File: config.mk
export PLATFORM = sky130hd
export DESIGN_NAME = scale_bcd_corrector
export DESIGN_NICKNAME = d
export VERILOG_FILES = /design/src/rtl/scale_bcd_corrector.sv
export SDC_FILE = /design/constraint.sdc
export NUM_CORES = 1
export LEC_CHECK = 0
export ABC_AREA = 1
export BUFFER_PORTS_ARGS = -buffer_cell sky130_fd_sc_hd__buf_2
export CAP_MARGIN = 20
export CORE_MARGIN = 1
export CORE_UTILIZATION = 50
export CTS_CLUSTER_DIAMETER = 120
export DETAILED_ROUTE_END_ITERATION = 6
export GPL_TIMING_DRIVEN = 0
export PLACE_DENSITY = 0.66
export SYNTH_ARGS = -nofsm -noshare
export SYNTH_HDL_FRONTEND = slang
export SYNTH_SLANG_ARGS = --single-unit
File: constraint.sdc
create_clock -name clk -period 17.6 [get_ports clk]
set_input_delay 0 -clock clk [delete_from_list [all_inputs] [get_ports clk]]
set_output_delay 0 -clock clk [all_outputs]
set_load 0.01 [all_outputs]
File: src/rtl/scale_bcd_corrector.sv
// Display-path scale corrector: optionally scales one binary sample by a fixed-point
// constant, then converts it to packed BCD with a bit-serial shift-add-3 engine.
// One sample in flight at a time; ready/valid on both sides.

module scale_bcd_corrector #(
    parameter int unsigned     IN_W   = 30,
    parameter int unsigned     DIGITS = 6,
    parameter int unsigned     FRAC_W = 31,
    parameter logic [FRAC_W:0] SCALE  = (FRAC_W + 1)'(2037552085),
    parameter logic [IN_W-1:0] THRESH = IN_W'(950000000)
) (
    input  logic                  clk,
    input  logic                  rst,
    input  logic                  in_valid,
    output logic                  in_ready,
    input  logic [IN_W-1:0]       in_value,
    input  logic                  in_force,
    input  logic                  corr_en,
    output logic                  out_valid,
    input  logic                  out_ready,
    output logic [4*DIGITS-1:0]   out_bcd,
    output logic                  out_corrected,
    output logic                  out_ovf
);

    localparam int unsigned BCD_W  = 4 * DIGITS;
    // Full product width, so the scaled value can never wrap before truncation.
    localparam int unsigned PROD_W = IN_W + FRAC_W + 1;
    localparam int unsigned CNT_W  = $clog2(IN_W + 1);

    // 10^n evaluated at elaboration time.
    function automatic logic [63:0] pow10(input int unsigned n);
        logic [63:0] r;
        r = 64'd1;
        for (int unsigned i = 0; i < n; i++) begin
            r = r * 64'd10;
        end
        return r;
    endfunction

    localparam logic [63:0]      OVF_LIMIT = pow10(DIGITS);
    localparam logic [BCD_W-1:0] ALL_NINES = {DIGITS{4'h9}};

    typedef enum logic [1:0] {
        StIdle,
        StScale,
        StConvert,
        StDone
    } state_e;

    state_e             state_q;
    logic [IN_W-1:0]    work_q;     // captured sample, then scaled value, then shift register
    logic               apply_q;
    logic               ovf_q;
    logic [BCD_W-1:0]   bcd_q;
    logic [CNT_W-1:0]   bit_cnt_q;

    logic [PROD_W-1:0]       scaled_wide;
    logic [PROD_W-1:0]       v_wide;
    logic                    ovf_calc;
    logic [BCD_W-1:0]        bcd_adj;
    logic [BCD_W+IN_W-1:0]   shift_cat;
    logic [BCD_W-1:0]        bcd_next;
    logic [IN_W-1:0]         work_next;

    assign in_ready = (state_q == StIdle);

    // Scale stage: truncating fixed-point multiply and the overflow decision.
    always_comb begin
        scaled_wide = (PROD_W'(work_q) * PROD_W'(SCALE)) >> FRAC_W;
        v_wide      = apply_q ? scaled_wide : PROD_W'(work_q);
        ovf_calc    = (v_wide >= PROD_W'(OVF_LIMIT));
    end

    // Double-dabble step: add 3 to nibbles >= 5, then shift the next binary bit in.
    always_comb begin
        bcd_adj = bcd_q;
        for (int unsigned d = 0; d < DIGITS; d++) begin
            if (bcd_q[4*d +: 4] >= 4'd5) begin
                bcd_adj[4*d +: 4] = bcd_q[4*d +: 4] + 4'd3;
            end
        end
        shift_cat = {bcd_adj, work_q} << 1;
    end

    assign bcd_next  = shift_cat[IN_W +: BCD_W];
    assign work_next = shift_cat[IN_W-1:0];

    // Sequencer with registered result outputs.
    always_ff @(posedge clk or negedge rst) begin
        if (!rst) begin
            state_q       <= StIdle;
            work_q        <= '0;
            apply_q       <= 1'b0;
            ovf_q         <= 1'b0;
            bcd_q         <= '0;
            bit_cnt_q     <= '0;
            out_valid     <= 1'b0;
            out_bcd       <= '0;
            out_corrected <= 1'b0;
            out_ovf       <= 1'b0;
        end else begin
            unique case (state_q)
                StIdle: begin
                    if (in_valid) begin
                        work_q  <= in_value;
                        apply_q <= corr_en & (in_force | (in_value >= THRESH));
                        state_q <= StScale;
                    end
                end
                StScale: begin
                    work_q    <= v_wide[IN_W-1:0];
                    ovf_q     <= ovf_calc;
                    bcd_q     <= '0;
                    bit_cnt_q <= CNT_W'(IN_W - 1);
                    state_q   <= StConvert;
                end
                StConvert: begin
                    bcd_q  <= bcd_next;
                    work_q <= work_next;
                    if (bit_cnt_q == '0) begin
                        out_valid     <= 1'b1;
                        out_bcd       <= ovf_q ? ALL_NINES : bcd_next;
                        out_corrected <= apply_q;
                        out_ovf       <= ovf_q;
                        state_q       <= StDone;
                    end else begin
                        bit_cnt_q <= bit_cnt_q - 1'b1;
                    end
                end
                StDone: begin
                    if (out_ready) begin
                        out_valid <= 1'b0;
                        state_q   <= StIdle;
                    end
                end
                default: begin
                    state_q <= StIdle;
                end
            endcase
        end
    end

endmodule

==> results of run 1 <==
==> flip-flops by register name, summed over array words and instances (netlist names) <==
signal,cells
work_q,30
bcd_q,24
out_bcd,24
bit_cnt_q,5
state_q,2
apply_q,1
out_corrected,1
out_ovf,1
out_valid,1
ovf_q,1
==> through the flow <==
| stage | instances | util | instance area (um^2) |
|---|---|---|---|
| finish | 3521 | 0.537 | 24300 |
| global route | 3521 | 0.537 | 24300 |
| CTS | 3521 | 0.537 | 24300 |
| detailed placement | 3503 | 0.530 | 24000 |
| global placement | 3502 | 0.529 | 24000 |
| floorplan | 2839 | - | 22900 |
==> per-layer routing <==
metal,global-route usage,part of all wire
met5,0,0.00018
met4,0.135,0.044
met3,0.0572,0.075
met2,0.538,0.46
met1,0.430,0.42
==> cell type report <==
type	count	area, um^2	area share
multi-input combinational	1875	17400	0.714
inverter	845	3170	0.130
sequential	90	2250	0.0926
tap	600	751	0.0309
timing repair buffer	66	365	0.0150
clock buffer	9	225	0.00926
buffer	29	116	0.00478
clock inverter	7	76.3	0.00314
==> final timing paths <==
check                      depth (start not counted)                        to  slack (ns)                     from
setup / recovery                                  28         ovf_q$_DFFE_PN0P_        9.19   work_q[25]$_DFFE_PN0P_
hold / removal                                     3    work_q[28]$_DFFE_PN0P_       0.005             in_value[28]
setup reg to reg                                  28         ovf_q$_DFFE_PN0P_        9.19   work_q[25]$_DFFE_PN0P_
hold reg to reg                                    2   out_bcd[18]$_DFFE_PN0P_        0.48  out_bcd[18]$_DFFE_PN0P_
max in group asynchronous                          3     bcd_q[19]$_DFFE_PN0N_       16.76                      rst
min in group asynchronous                          2  bit_cnt_q[2]$_DFFE_PN0P_        0.15                      rst
==> kinds of logic after synthesis <==
family | synth area share
compound gates | 0.0620
xor+xnor | 0.00727
buf+inv | 0.144
flops | 0.0983
simple gates | 0.159
fa+ha+maj | 0.529
==> cells in the mapped netlist, types with 12 or more instances <==
cell type,instances
a21oi_1,77
a221oi_1,15
a22oi_1,15
a2bb2oi_1,12
a32oi_1,13
clkbuf_1,25
dfrtp_1,90
fa_1,370
ha_1,377
inv_1,836
nand2_1,600
nand2_2,17
nand3_1,93
nand4_1,15
nor2_1,107
nor2_2,14
o21ai_0,46
o22ai_1,25
xnor2_1,12
==> critical path, delay by kind of cell (launching register included) <==
| kind | cells | cell delay, ns |
|---|---|---|
| buf+inv | 4 | 0.69 |
| simple gates | 15 | 2.12 |
| fa+ha+maj | 9 | 4.74 |
| flops | 1 | 0.73 |
==> results.sh, run 1 <==
export IMPL_status="finished, violations left"
export IMPL_violations="DRC"
export IMPL_routed_wl_um=73600
export IMPL_path_common_cell="fa_1"
export IMPL_clock_fmax_ghz=0.119
export IMPL_ys_warn_count=0
export IMPL_ys_types=43
export IMPL_diodes=0
export IMPL_max_slew_margin_rel=0.359
export IMPL_post_route_drc_count=2
export IMPL_rsz0062_at_grt="no"
export IMPL_vias=18754
export IMPL_die_w_um=216
export IMPL_place_congestion=1.03
export IMPL_dominantRegCellSynth="dfrtp_1"
export IMPL_cap_viol_max_count=0
export IMPL_grt_max_degree=58
export IMPL_final_cell_mix="inv_1 (836), nand2_1 (600), ha_1 (377)"
export IMPL_ant_nets=0
export IMPL_crit_path_start_kind="flop"
export IMPL_placement_io_buffers=63
export IMPL_clock_tree_buffer_depth=2
export IMPL_path_max_fanout=9
export IMPL_setup_viol=0
export IMPL_antenna_found_initial=3
export IMPL_die_area_um2=46700
export IMPL_fin_skew_ns=0.0133
export IMPL_setup_ws_ns=9.19
export IMPL_grt_first_pass_wirelength_um=113000
export IMPL_finalSetupTns_ns=0
export IMPL_slew_violations=0
export IMPL_synth_top_area_share=0.323
export IMPL_seq_area_frac_synth=0.0983
export IMPL_layout_drive_gt1_share=0.0466
export IMPL_cp_slowest_cell="dfrtp_1"
export IMPL_synth_edf_count=0
export IMPL_worst_path_largest_cell_delay_ns=0.73
export IMPL_post_cts_buffers=0
export IMPL_synth_net_count=3622
export IMPL_clock_sinks=90
export IMPL_avgSynthCellArea_um2=8.07
export IMPL_cts_buffers=9
export IMPL_path_class="flop to flop"
export IMPL_fill_cells=4369
export IMPL_drt_wirelength_per_cell_um=20.9
export IMPL_initial_core_util=0.506
export IMPL_synth_area_leader_cell="fa_1"
export IMPL_netlist_area_um2=22900
export IMPL_tightest_slew_ns=0.961
export IMPL_cts_tree="yes"
export IMPL_area_delta_synth_final_pct=6.19
export IMPL_nets=3699
export IMPL_min_path_type="input pin to flop"
export IMPL_synth_top_cells_by_area="fa_1 (32%), ha_1 (21%), inv_1 (14%)"
export IMPL_synthArstFlopShare=1.00
export IMPL_dp_hpwl_um=65300
export IMPL_crit_path_end_kind="flop"
export IMPL_period_minus_slack_ns=8.41
export IMPL_ys_ff_latch=90
export IMPL_grt_pass1_vias=19707
export IMPL_drt_first_pass_iters=7
export IMPL_h_tree_depth=3
export IMPL_layout_commonest_cell="inv_1"
export IMPL_core_area_um2=45300
export IMPL_timing_hold_violations_final=0
export IMPL_drt_iter0_markers=1544
export IMPL_cp_arrival_ns=8.65
export IMPL_row_count=78
export IMPL_via_per_inst=5.33
export IMPL_cp_required_ns=17.84
export IMPL_worst_hold_slack_ns=0.00467
export IMPL_root_buffer="clkbuf_16"
export IMPL_ios=64
export IMPL_die_h_um=216
export IMPL_grt_overflow=0
export IMPL_synth_cells=2839
export IMPL_fin_crit_sh=0.478
export IMPL_place_ws_ns=9.41
export IMPL_grt_usage=0.328
export IMPL_hold_buffers=2
export IMPL_clk_latency_ns=0.37
export IMPL_cts_resized=0
export IMPL_path_clk_slew_ns=0.09
Power of run 1 is not shown: default switching activity piles up to over one toggle a cycle in this logic, so the estimate is an artifact.
==> run 2, diff against run 1 <==
--- a/config.mk
+++ b/config.mk
@@ -13,7 +13,7 @@
 export CTS_CLUSTER_DIAMETER = 120
 export DETAILED_ROUTE_END_ITERATION = 6
 export GPL_TIMING_DRIVEN = 0
-export PLACE_DENSITY = 0.66
+export PLACE_DENSITY = 0.69
 export SYNTH_ARGS = -nofsm -noshare
 export SYNTH_HDL_FRONTEND = slang
 export SYNTH_SLANG_ARGS = --single-unit
==> constraint.sdc (replaced) <==
create_clock -name clk -period 7.3 [get_ports clk]
set_input_delay 0 -clock clk [delete_from_list [all_inputs] [get_ports clk]]
set_output_delay 0 -clock clk [all_outputs]
set_load 0.01 [all_outputs]
==> results.sh, run 2 (same netlist as run 1, synthesis figures left out) <==
export IMPL_status="finished, violations left"
export IMPL_violations="DRC"
export IMPL_die_area_um2=46700
export IMPL_min_path_cells=3
export IMPL_die_w_um=216
export IMPL_min_path_type="input pin to flop"
export IMPL_root_buffer="clkbuf_16"
export IMPL_period_minus_slack_ns=7.15
export IMPL_worstHoldStart="corr_en"
export IMPL_die_h_um=216
export IMPL_cp_slowest_cell="fa_2"
export IMPL_clock_sinks=90
export IMPL_cap_viol_max_count=0
export IMPL_worst_path_largest_cell_delay_ns=0.58
export IMPL_largest_register_ff_count=30
export IMPL_drt_first_pass_iters=7
export IMPL_timing_hold_violations_final=0
export IMPL_placement_io_buffers=63
export IMPL_slew_violations=0
export IMPL_largestRegisters="work_q: 30 flops, bcd_q: 24 flops, out_bcd: 24 flops"
export IMPL_grt_overflow=0
export IMPL_max_slew_margin_rel=0.414
export IMPL_tightest_slew_ns=0.879
export IMPL_grt_pass1_vias=19959
export IMPL_fin_crit_sh=0.979
export IMPL_place_congestion=1.01
export IMPL_row_count=78
export IMPL_cp_required_ns=7.58
export IMPL_core_area_um2=45300
export IMPL_routed_wl_um=76900
export IMPL_worst_hold_slack_ns=0.00168
export IMPL_h_tree_depth=3
export IMPL_r2r_start="work_q[16]$_DFFE_PN0P_"
export IMPL_nets=3791
export IMPL_cts_tree="yes"
export IMPL_crit_path_start_kind="flop"
export IMPL_fin_cells=3614
export IMPL_area_delta_synth_final_pct=12.5
export IMPL_antenna_found_initial=0
export IMPL_ios=64
export IMPL_final_cell_mix="inv_1 (819), nand2_1 (577), ha_1 (357)"
export IMPL_initial_core_util=0.506
export IMPL_ff2ff_path_depth=32
export IMPL_path_max_fanout=4
export IMPL_drt_iter0_markers=1583
export IMPL_layout_commonest_cell="inv_1"
export IMPL_grt_max_degree=60
export IMPL_dp_hpwl_um=66500
export IMPL_r2r_slack_ns=0.15
export IMPL_clock_fmax_ghz=0.140
export IMPL_path_clk_slew_ns=0.09
export IMPL_path_common_cell="nand2_1"
export IMPL_r2r_end="ovf_q$_DFFE_PN0P_"
export IMPL_via_per_inst=5.35
export IMPL_grt_first_pass_wirelength_um=117000
export IMPL_cp_arrival_ns=7.42
export IMPL_grt_usage=0.341
export IMPL_layout_drive_gt1_share=0.133
export IMPL_clock_tree_buffer_depth=2
export IMPL_vias=19348
export IMPL_drt_wirelength_per_cell_um=21.3
export IMPL_min_to="apply_q$_DFFE_PN0P_"
export IMPL_path_class="flop to flop"
export IMPL_clk_latency_ns=0.38
export IMPL_place_inst=3503
export IMPL_crit_path_end_kind="flop"
export IMPL_fin_skew_ns=0.0248
export IMPL_ant_nets=0
export IMPL_max_flop_register="work_q"
export IMPL_setup_viol=0
export IMPL_post_route_drc_count=4
export IMPL_cts_buffers=9
==> run 2: worst max-delay path: cells and delay by family (launching register included) <==
kind / cells / cell delay [ns]
buffers and inverters: 7 / 0.61
adder cells (fa/ha/maj): 9 / 4.09
AND/OR/NAND/NOR: 16 / 1.76
flip-flops: 1 / 0.55
==> run 2: metrics by stage <==
stage / util / TNS [ns] / worst slack (ns) / cell area [um^2]
2_1_floorplan: - / 0 / 0.668 / 22900
4_1_cts: 0.545 / 0 / 0.000772 / 24700
3_5_place_dp: 0.530 / -10.45 / -1.01 / 24000
5_1_grt: 0.569 / -0.0809 / -0.0809 / 25800
6_report: 0.569 / 0 / 0.152 / 25800
3_3_place_gp: 0.529 / -8.39 / -0.927 / 24000
==> run 2: layout make-up <==
class                           instances  area [um^2]
Antenna cell                            1         2.50
Buffer                                 29          116
Clock buffer                            9          225
Clock inverter                          7         76.3
Fill cell                            4202        19500
Inverter                              845         3190
Multi-Input combinational cell       1875        18000
Sequential cell                        90         2310
Tap cell                              600          751
Timing Repair Buffer                  158         1070
==> run 2: how the worst max path moves through the flow <==
stage,end,from,cells after the start
CTS,ovf_q$_DFFE_PN0P_,work_q[24]$_DFFE_PN0P_,29
floorplan,ovf_q$_DFFE_PN0P_,work_q[24]$_DFFE_PN0P_,30
detailed placement,ovf_q$_DFFE_PN0P_,work_q[25]$_DFFE_PN0P_,28
global placement,ovf_q$_DFFE_PN0P_,work_q[25]$_DFFE_PN0P_,28
finish,ovf_q$_DFFE_PN0P_,work_q[16]$_DFFE_PN0P_,32
global route,ovf_q$_DFFE_PN0P_,work_q[19]$_DFFE_PN0P_,33
==> run 2: what timing repair did <==
| item | CTS | global route |
|---|---|---|
| hold buffers | 4 | 0 |
| endpoints found under the setup margin | 30 | 3 |
| pin swaps | 5 | 60 |
| endpoints found under the hold margin | 34 | 0 |
| setup buffers | 26 | 64 |
| cloned | 0 | 0 |
| resized for setup | 64 | 150 |
==> run 2: routing by layer <==
metal | vias to the layer above | global-route usage | wire length [um]
li1 | 8908 | - | -
met1 | 9469 | 0.451 | 31800
met2 | 812 | 0.565 | 35900
met3 | 159 | 0.0574 | 5990
met4 | 0 | 0.117 | 3230
met5 | - | 0 | 0
Power of run 2 is left out for the same reason.
